`src/rtl/vga_pkg.sv`:
```
// Shared 640x480@60 Hz timing constants for the VGA timing generator and drawing stages.
// No logic; constants plus one helper for counter widths.
// Derived sync start/end values are half-open windows [START, END).
package vga_pkg;

   localparam int BIT          = 10;

   localparam int H_VISIBLE    = 640;
   localparam int H_FRONT      = 16;
   localparam int H_SYNC       = 96;
   localparam int H_BACK       = 48;
   localparam int H_TOTAL      = H_VISIBLE + H_FRONT + H_SYNC + H_BACK;
   localparam int H_SYNC_START = H_VISIBLE + H_FRONT;
   localparam int H_SYNC_END   = H_SYNC_START + H_SYNC;

   localparam int V_VISIBLE    = 480;
   localparam int V_FRONT      = 10;
   localparam int V_SYNC       = 2;
   localparam int V_BACK       = 33;
   localparam int V_TOTAL      = V_VISIBLE + V_FRONT + V_SYNC + V_BACK;
   localparam int V_SYNC_START = V_VISIBLE + V_FRONT;
   localparam int V_SYNC_END   = V_SYNC_START + V_SYNC;

   localparam int TICK_FRAMES  = 8;

   // Counter width for n states, never below one bit so a degenerate count still elaborates.
   function automatic int clog2_min1(input int n);
      return (n > 1) ? $clog2(n) : 1;
   endfunction

endpackage

```
`src/rtl/vga_axis_counter.sv`:
```
// Generic wrap counter for one screen axis with a registered active-low sync window.
// Latency: position and sync are registered from the next-state value, so both describe the same pixel.
// Backpressure: none; i_inc gates advancement, everything holds when it is low.
module vga_axis_counter
   import vga_pkg::*;
#(
   parameter int BIT        = vga_pkg::BIT,
   parameter int TOTAL      = vga_pkg::H_TOTAL,
   parameter int SYNC_START = vga_pkg::H_SYNC_START,
   parameter int SYNC_END   = vga_pkg::H_SYNC_END
)(
   input  logic           i_clk,
   input  logic           i_rst_n,
   input  logic           i_inc,
   output logic [BIT-1:0] o_pos,
   output logic [BIT-1:0] o_pos_nxt,
   output logic           o_wrap,
   output logic           o_sync_n
);

   logic [BIT-1:0] r_pos;
   logic           r_sync_n;
   logic [BIT-1:0] w_pos_nxt;
   logic           w_at_end;
   logic           w_sync_n_nxt;

   // o_wrap flags the terminal count; the caller qualifies it with its own increment.
   assign w_at_end = (r_pos == BIT'(TOTAL - 1));

   // Next position: hold, step, or wrap to zero at the terminal count.
   always_comb begin
      w_pos_nxt = r_pos;
      if (i_inc) begin
         w_pos_nxt = w_at_end ? '0 : r_pos + BIT'(1);
      end
   end

   assign w_sync_n_nxt = !((w_pos_nxt >= BIT'(SYNC_START)) && (w_pos_nxt < BIT'(SYNC_END)));

   // Position and sync registered together so they always describe the same pixel.
   always_ff @(posedge i_clk or negedge i_rst_n) begin
      if (!i_rst_n) begin
         r_pos    <= '0;
         r_sync_n <= 1'b1;
      end else begin
         r_pos    <= w_pos_nxt;
         r_sync_n <= w_sync_n_nxt;
      end
   end

   assign o_pos     = r_pos;
   assign o_pos_nxt = w_pos_nxt;
   assign o_wrap    = w_at_end;
   assign o_sync_n  = r_sync_n;

endmodule

```
`src/rtl/vga_timing_gen.sv`:
```
// VGA timing generator: pixel position, syncs, display enable, line/frame strobes (game_tick with FRAME_TICK_EN).
// Latency: every output is registered and aligned with the x/y position it describes.
// Backpressure: none; i_pix_en gates advancement, strobes read 0 on cycles after a disabled one.
module vga_timing_gen
   import vga_pkg::*;
#(
   parameter int BIT       = vga_pkg::BIT,
   parameter int H_VISIBLE = vga_pkg::H_VISIBLE,
   parameter int H_FRONT   = vga_pkg::H_FRONT,
   parameter int H_SYNC    = vga_pkg::H_SYNC,
   parameter int H_BACK    = vga_pkg::H_BACK,
   parameter int V_VISIBLE = vga_pkg::V_VISIBLE,
   parameter int V_FRONT   = vga_pkg::V_FRONT,
   parameter int V_SYNC    = vga_pkg::V_SYNC,
   parameter int V_BACK    = vga_pkg::V_BACK
`ifdef FRAME_TICK_EN
   ,
   parameter int TICK_FRAMES = vga_pkg::TICK_FRAMES
`endif
)(
   input  logic           i_clk,
   input  logic           i_rst_n,
   input  logic           i_pix_en,
   output logic [BIT-1:0] o_x_pos,
   output logic [BIT-1:0] o_y_pos,
   output logic           o_hsync,
   output logic           o_vsync,
   output logic           o_display_active,
   output logic           o_line_start,
   output logic           o_frame_start,
   output logic           o_game_tick
);

   localparam int HT  = H_VISIBLE + H_FRONT + H_SYNC + H_BACK;
   localparam int HSS = H_VISIBLE + H_FRONT;
   localparam int HSE = HSS + H_SYNC;
   localparam int VT  = V_VISIBLE + V_FRONT + V_SYNC + V_BACK;
   localparam int VSS = V_VISIBLE + V_FRONT;
   localparam int VSE = VSS + V_SYNC;

   logic [BIT-1:0] w_x_nxt;
   logic [BIT-1:0] w_y_nxt;
   logic           w_h_end;
   logic           w_v_end;
   logic           w_line_evt;
   logic           w_frame_evt;
   logic           w_active_nxt;

   logic           r_display_active;
   logic           r_line_start;
   logic           r_frame_start;

   // A line event is an enabled step off the last pixel; it also steps the vertical axis.
   assign w_line_evt  = i_pix_en & w_h_end;
   assign w_frame_evt = w_line_evt & w_v_end;

   vga_axis_counter #(
      .BIT        (BIT),
      .TOTAL      (HT),
      .SYNC_START (HSS),
      .SYNC_END   (HSE)
   ) u_h_cnt (
      .i_clk     (i_clk),
      .i_rst_n   (i_rst_n),
      .i_inc     (i_pix_en),
      .o_pos     (o_x_pos),
      .o_pos_nxt (w_x_nxt),
      .o_wrap    (w_h_end),
      .o_sync_n  (o_hsync)
   );

   vga_axis_counter #(
      .BIT        (BIT),
      .TOTAL      (VT),
      .SYNC_START (VSS),
      .SYNC_END   (VSE)
   ) u_v_cnt (
      .i_clk     (i_clk),
      .i_rst_n   (i_rst_n),
      .i_inc     (w_line_evt),
      .o_pos     (o_y_pos),
      .o_pos_nxt (w_y_nxt),
      .o_wrap    (w_v_end),
      .o_sync_n  (o_vsync)
   );

   assign w_active_nxt = (w_x_nxt < BIT'(H_VISIBLE)) && (w_y_nxt < BIT'(V_VISIBLE));

   // Display enable follows the next position; strobes are one clock wide and only fire on enabled wraps.
   always_ff @(posedge i_clk or negedge i_rst_n) begin
      if (!i_rst_n) begin
         r_display_active <= 1'b1;
         r_line_start     <= 1'b0;
         r_frame_start    <= 1'b0;
      end else begin
         r_display_active <= w_active_nxt;
         r_line_start     <= w_line_evt;
         r_frame_start    <= w_frame_evt;
      end
   end

   assign o_display_active = r_display_active;
   assign o_line_start     = r_line_start;
   assign o_frame_start    = r_frame_start;

`ifdef FRAME_TICK_EN
   localparam int TW = clog2_min1(TICK_FRAMES);

   logic [TW-1:0] r_frame_cnt;
   logic          r_game_tick;
   logic          w_cnt_end;

   assign w_cnt_end = (r_frame_cnt == TW'(TICK_FRAMES - 1));

   // Count frames; the tick lands on the same clock as the frame_start that completes the group.
   always_ff @(posedge i_clk or negedge i_rst_n) begin
      if (!i_rst_n) begin
         r_frame_cnt <= '0;
         r_game_tick <= 1'b0;
      end else begin
         r_game_tick <= w_frame_evt & w_cnt_end;
         if (w_frame_evt) begin
            r_frame_cnt <= w_cnt_end ? '0 : r_frame_cnt + TW'(1);
         end
      end
   end

   assign o_game_tick = r_game_tick;
`else
   assign o_game_tick = 1'b0;
`endif

endmodule

```
`config.mk`:
```
export PLATFORM = sky130hd
export DESIGN_NAME = vga_timing_gen
export DESIGN_NICKNAME = d
export VERILOG_FILES = /design/src/rtl/vga_pkg.sv /design/src/rtl/vga_axis_counter.sv /design/src/rtl/vga_timing_gen.sv
export SDC_FILE = /design/constraint.sdc
export NUM_CORES = 1
export LEC_CHECK = 0
export CAP_MARGIN = 20
export CORE_MARGIN = 3
export CORE_UTILIZATION = 42
export DETAILED_ROUTE_END_ITERATION = 10
export PLACE_DENSITY = 0.67
export SLEW_MARGIN = 20
export SYNTH_ARGS = -nofsm -noshare
export SYNTH_HDL_FRONTEND = slang
export SYNTH_HIERARCHICAL = 1
export SYNTH_SLANG_ARGS = --single-unit
```
`constraint.sdc`:
```
create_clock -name i_clk -period 2.92 [get_ports i_clk]
set_input_delay 0.438 -clock i_clk [delete_from_list [all_inputs] [get_ports i_clk]]
set_output_delay 0.438 -clock i_clk [all_outputs]
set_load 0.02 [all_outputs]
```
==> results.cfg <==
[routing]
drtAntennaViolNets = 0
vias_per_cell = 5.66
drc_errors = 0
wl_mm = 3.47
first_pass_iters = 4
drt_iter0_markers = 127
post_drt_wl_per_cell_um = 15.2
vias = 1297

[floorplanning]
core_area_um2 = 3390
core.rowCount = 21
fp.dieW_um = 65.6
dieArea_um2 = 4300
initial_core_util = 0.440
ioPinCount = 29
die_h_um = 65.6

[pwr]
p_total_uw = 826
p_leak_nw = 0.775
p_per_area_nw_per_um2 = 452
ir_worst_vdd_uv = 145

[cells_and_area]
nNetsFinal = 190
finalNonFillerCells = 229
final_common_cell = clkdlybuf4s50_1
antennaDiodeCount = 0
final_cell_mix = 27 x clkdlybuf4s50_1, 22 x dfrtp_1, 11 x nand2_1
synthToLayoutAreaGrowth_pct = 22.7
postLayoutCoreUtil = 0.540
seq_area_um2 = 629
multi_input_area_um2 = 754
drive_gt1_frac = 0.126
nFillCells = 310

[run_status]
status = finished clean

[run]
drv_cap = 0

[clock_tree]
clock_path_buffers = 2
cts_inserted_buffers = 3
worstSkewPairLatency_ns = 0.31
cts-root-buf = clkbuf_4
post-cts-setup-buffers = 0
postCtsHoldBufs = 0
htree_levels = 1
cts.sinks = 25
cts-resized-gates = 0
cts_tree = yes
clkTransAtPathRegs_ns = 0.13

[sta]
tns_ns = 0
setup_violations = 0
skew_ns = 0.00160
slew_viol_final = 0
fmax_mhz = 381
rsz0062_at_grt = no
min_period_ns = 2.63
hold_viol = 0
hold_slack_ns = 0.474
finalCritPeriodShare = 0.900

[placement]
placement.io_buffers = 27
dp_hpwl_mm = 2.54
dp_cells = 225
gp_congestion = 0.990

[global_route]
antenna_found_initial = 0
overflow = 0
grt_usage = 0.174
grt_pass1_vias = 1295
grt_pass1_wl_mm = 5.82
grt_max_degree = 26

[synthesis]
synth-edff-count = 0
synth_cells = 155
postSynthAreaPerCell_um2 = 9.62
yosysWarnings = 6
synth_cell_types = 50
yosysSeqAreaShare = 0.422
synthFlopType = dfrtp_1
syn_nets = 161
synth_area_um2 = 1490
synthArstFlopShare = 1.00
synth-seq-cells = 25

[critical_path]
worst_ep_required_time_ns = 3.18
startpoint_type = flip-flop
path_class = reg -> reg
cp_max_fo = 7
cp-end-kind = flip-flop
worst-endpoint-arrival_ns = 2.89

[worst_hold_path]
hp-class = in -> async
[per-layer routing]
metal,vias up,GRT usage,part of all wire
met1,610,0.219,0.44
met4,0,0.0674,0.021
met3,14,0.0222,0.044
li1,618,-,-
met5,-,0,0
met2,55,0.300,0.50
[worst paths after layout]
path / start / to / slack (ns) / depth (start not counted)
max: u_h_cnt/o_pos[9]$_DFF_PN0_ / o_display_active$_DFF_PN1_ / 0.29 / 9
min: i_rst_n / u_h_cnt/o_pos[4]$_DFF_PN0_ / 0.47 / 2
max reg2reg: u_h_cnt/o_pos[9]$_DFF_PN0_ / o_display_active$_DFF_PN1_ / 0.29 / 9
min reg2reg: u_h_cnt/o_pos[2]$_DFF_PN0_ / u_h_cnt/o_pos[2]$_DFF_PN0_ / 0.62 / 1
max in group asynchronous: i_rst_n / o_display_active$_DFF_PN1_ / 2.15 / 2
min in group i_clk: u_h_cnt/o_pos[2]$_DFF_PN0_ / u_h_cnt/o_pos[2]$_DFF_PN0_ / 0.62 / 1
[flip-flops by register name, indices dropped and copies added (netlist names)]
name / flops
o_frame_start: 1
o_line_start: 1
u_v_cnt/o_pos: 10
u_h_cnt/o_sync_n: 1
o_display_active: 1
u_h_cnt/o_pos: 10
u_v_cnt/o_sync_n: 1
[per-stage QoR]
step / instance area [µm²] / setup WS (ns)
after floorplan: 1490 / 0.424
after global placement: 1800 / 0.431
after detailed placement: 1800 / 0.364
after CTS: 1830 / 0.327
after global routing: 1830 / 0.108
final: 1830 / 0.292
[area by class of cell]
cell class | count | share of cell area
Tap cell | 46 | 0.0315
Inverter | 8 | 0.0164
Clock buffer | 3 | 0.0123
Timing Repair Buffer | 35 | 0.181
Clock inverter | 1 | 0.00274
Multi-Input combinational cell | 111 | 0.412
Sequential cell | 25 | 0.344
[power breakdown]
group          internal, mW  switching [mW]
Combinational         0.111           0.139
Sequential            0.377          0.0500
Clock                0.0511          0.0985
[critical path, stage by stage, from the launching register on]
cell and delay [ns]:
dfrtp_1 0.44, and4b_2 0.29, and2_1 0.20, and4_1 0.27
and2_1 0.28, nand3_1 0.22, o31a_1 0.30, or2_2 0.30
nand4_1 0.10, and3b_1 0.17
[cell usage after synthesis (2+ instances only)]
cell type	n	area (µm²)
nor2_1	5	18.8
o22ai_1	4	25.0
ha_1	3	37.5
buf_6	3	33.8
and3_1	3	18.8
nor4_1	2	12.5
o211ai_1	2	15.0
o21a_1	2	15.0
a21o_1	2	15.0
dfrtp_1	22	551
a211oi_1	4	30.0
nor3_1	6	30.0
buf_2	2	10.0
buf_4	3	22.5
a21oi_1	5	25.0
dfstp_2	3	78.8
and2_1	3	18.8
nand2b_1	2	12.5
xnor2_1	5	43.8
and4_1	3	26.3
nand4_1	6	37.5
clkbuf_1	3	11.3
nand2_1	11	41.3
inv_1	8	30.0
o21ai_0	3	15.0
nand3_1	8	40.0
nand4b_1	2	17.5
xor2_1	5	43.8
o21ai_1	4	20.0
[logic make-up after synthesis]
logic type / share of synthesized area
compound gates: 0.142
flops: 0.422
other cells: 0.00251
simple gates: 0.261
buf+inv: 0.0721
fa+ha+maj: 0.0252
mux: 0.0168
xor+xnor: 0.0587
Power figures use the tool's default switching activity.
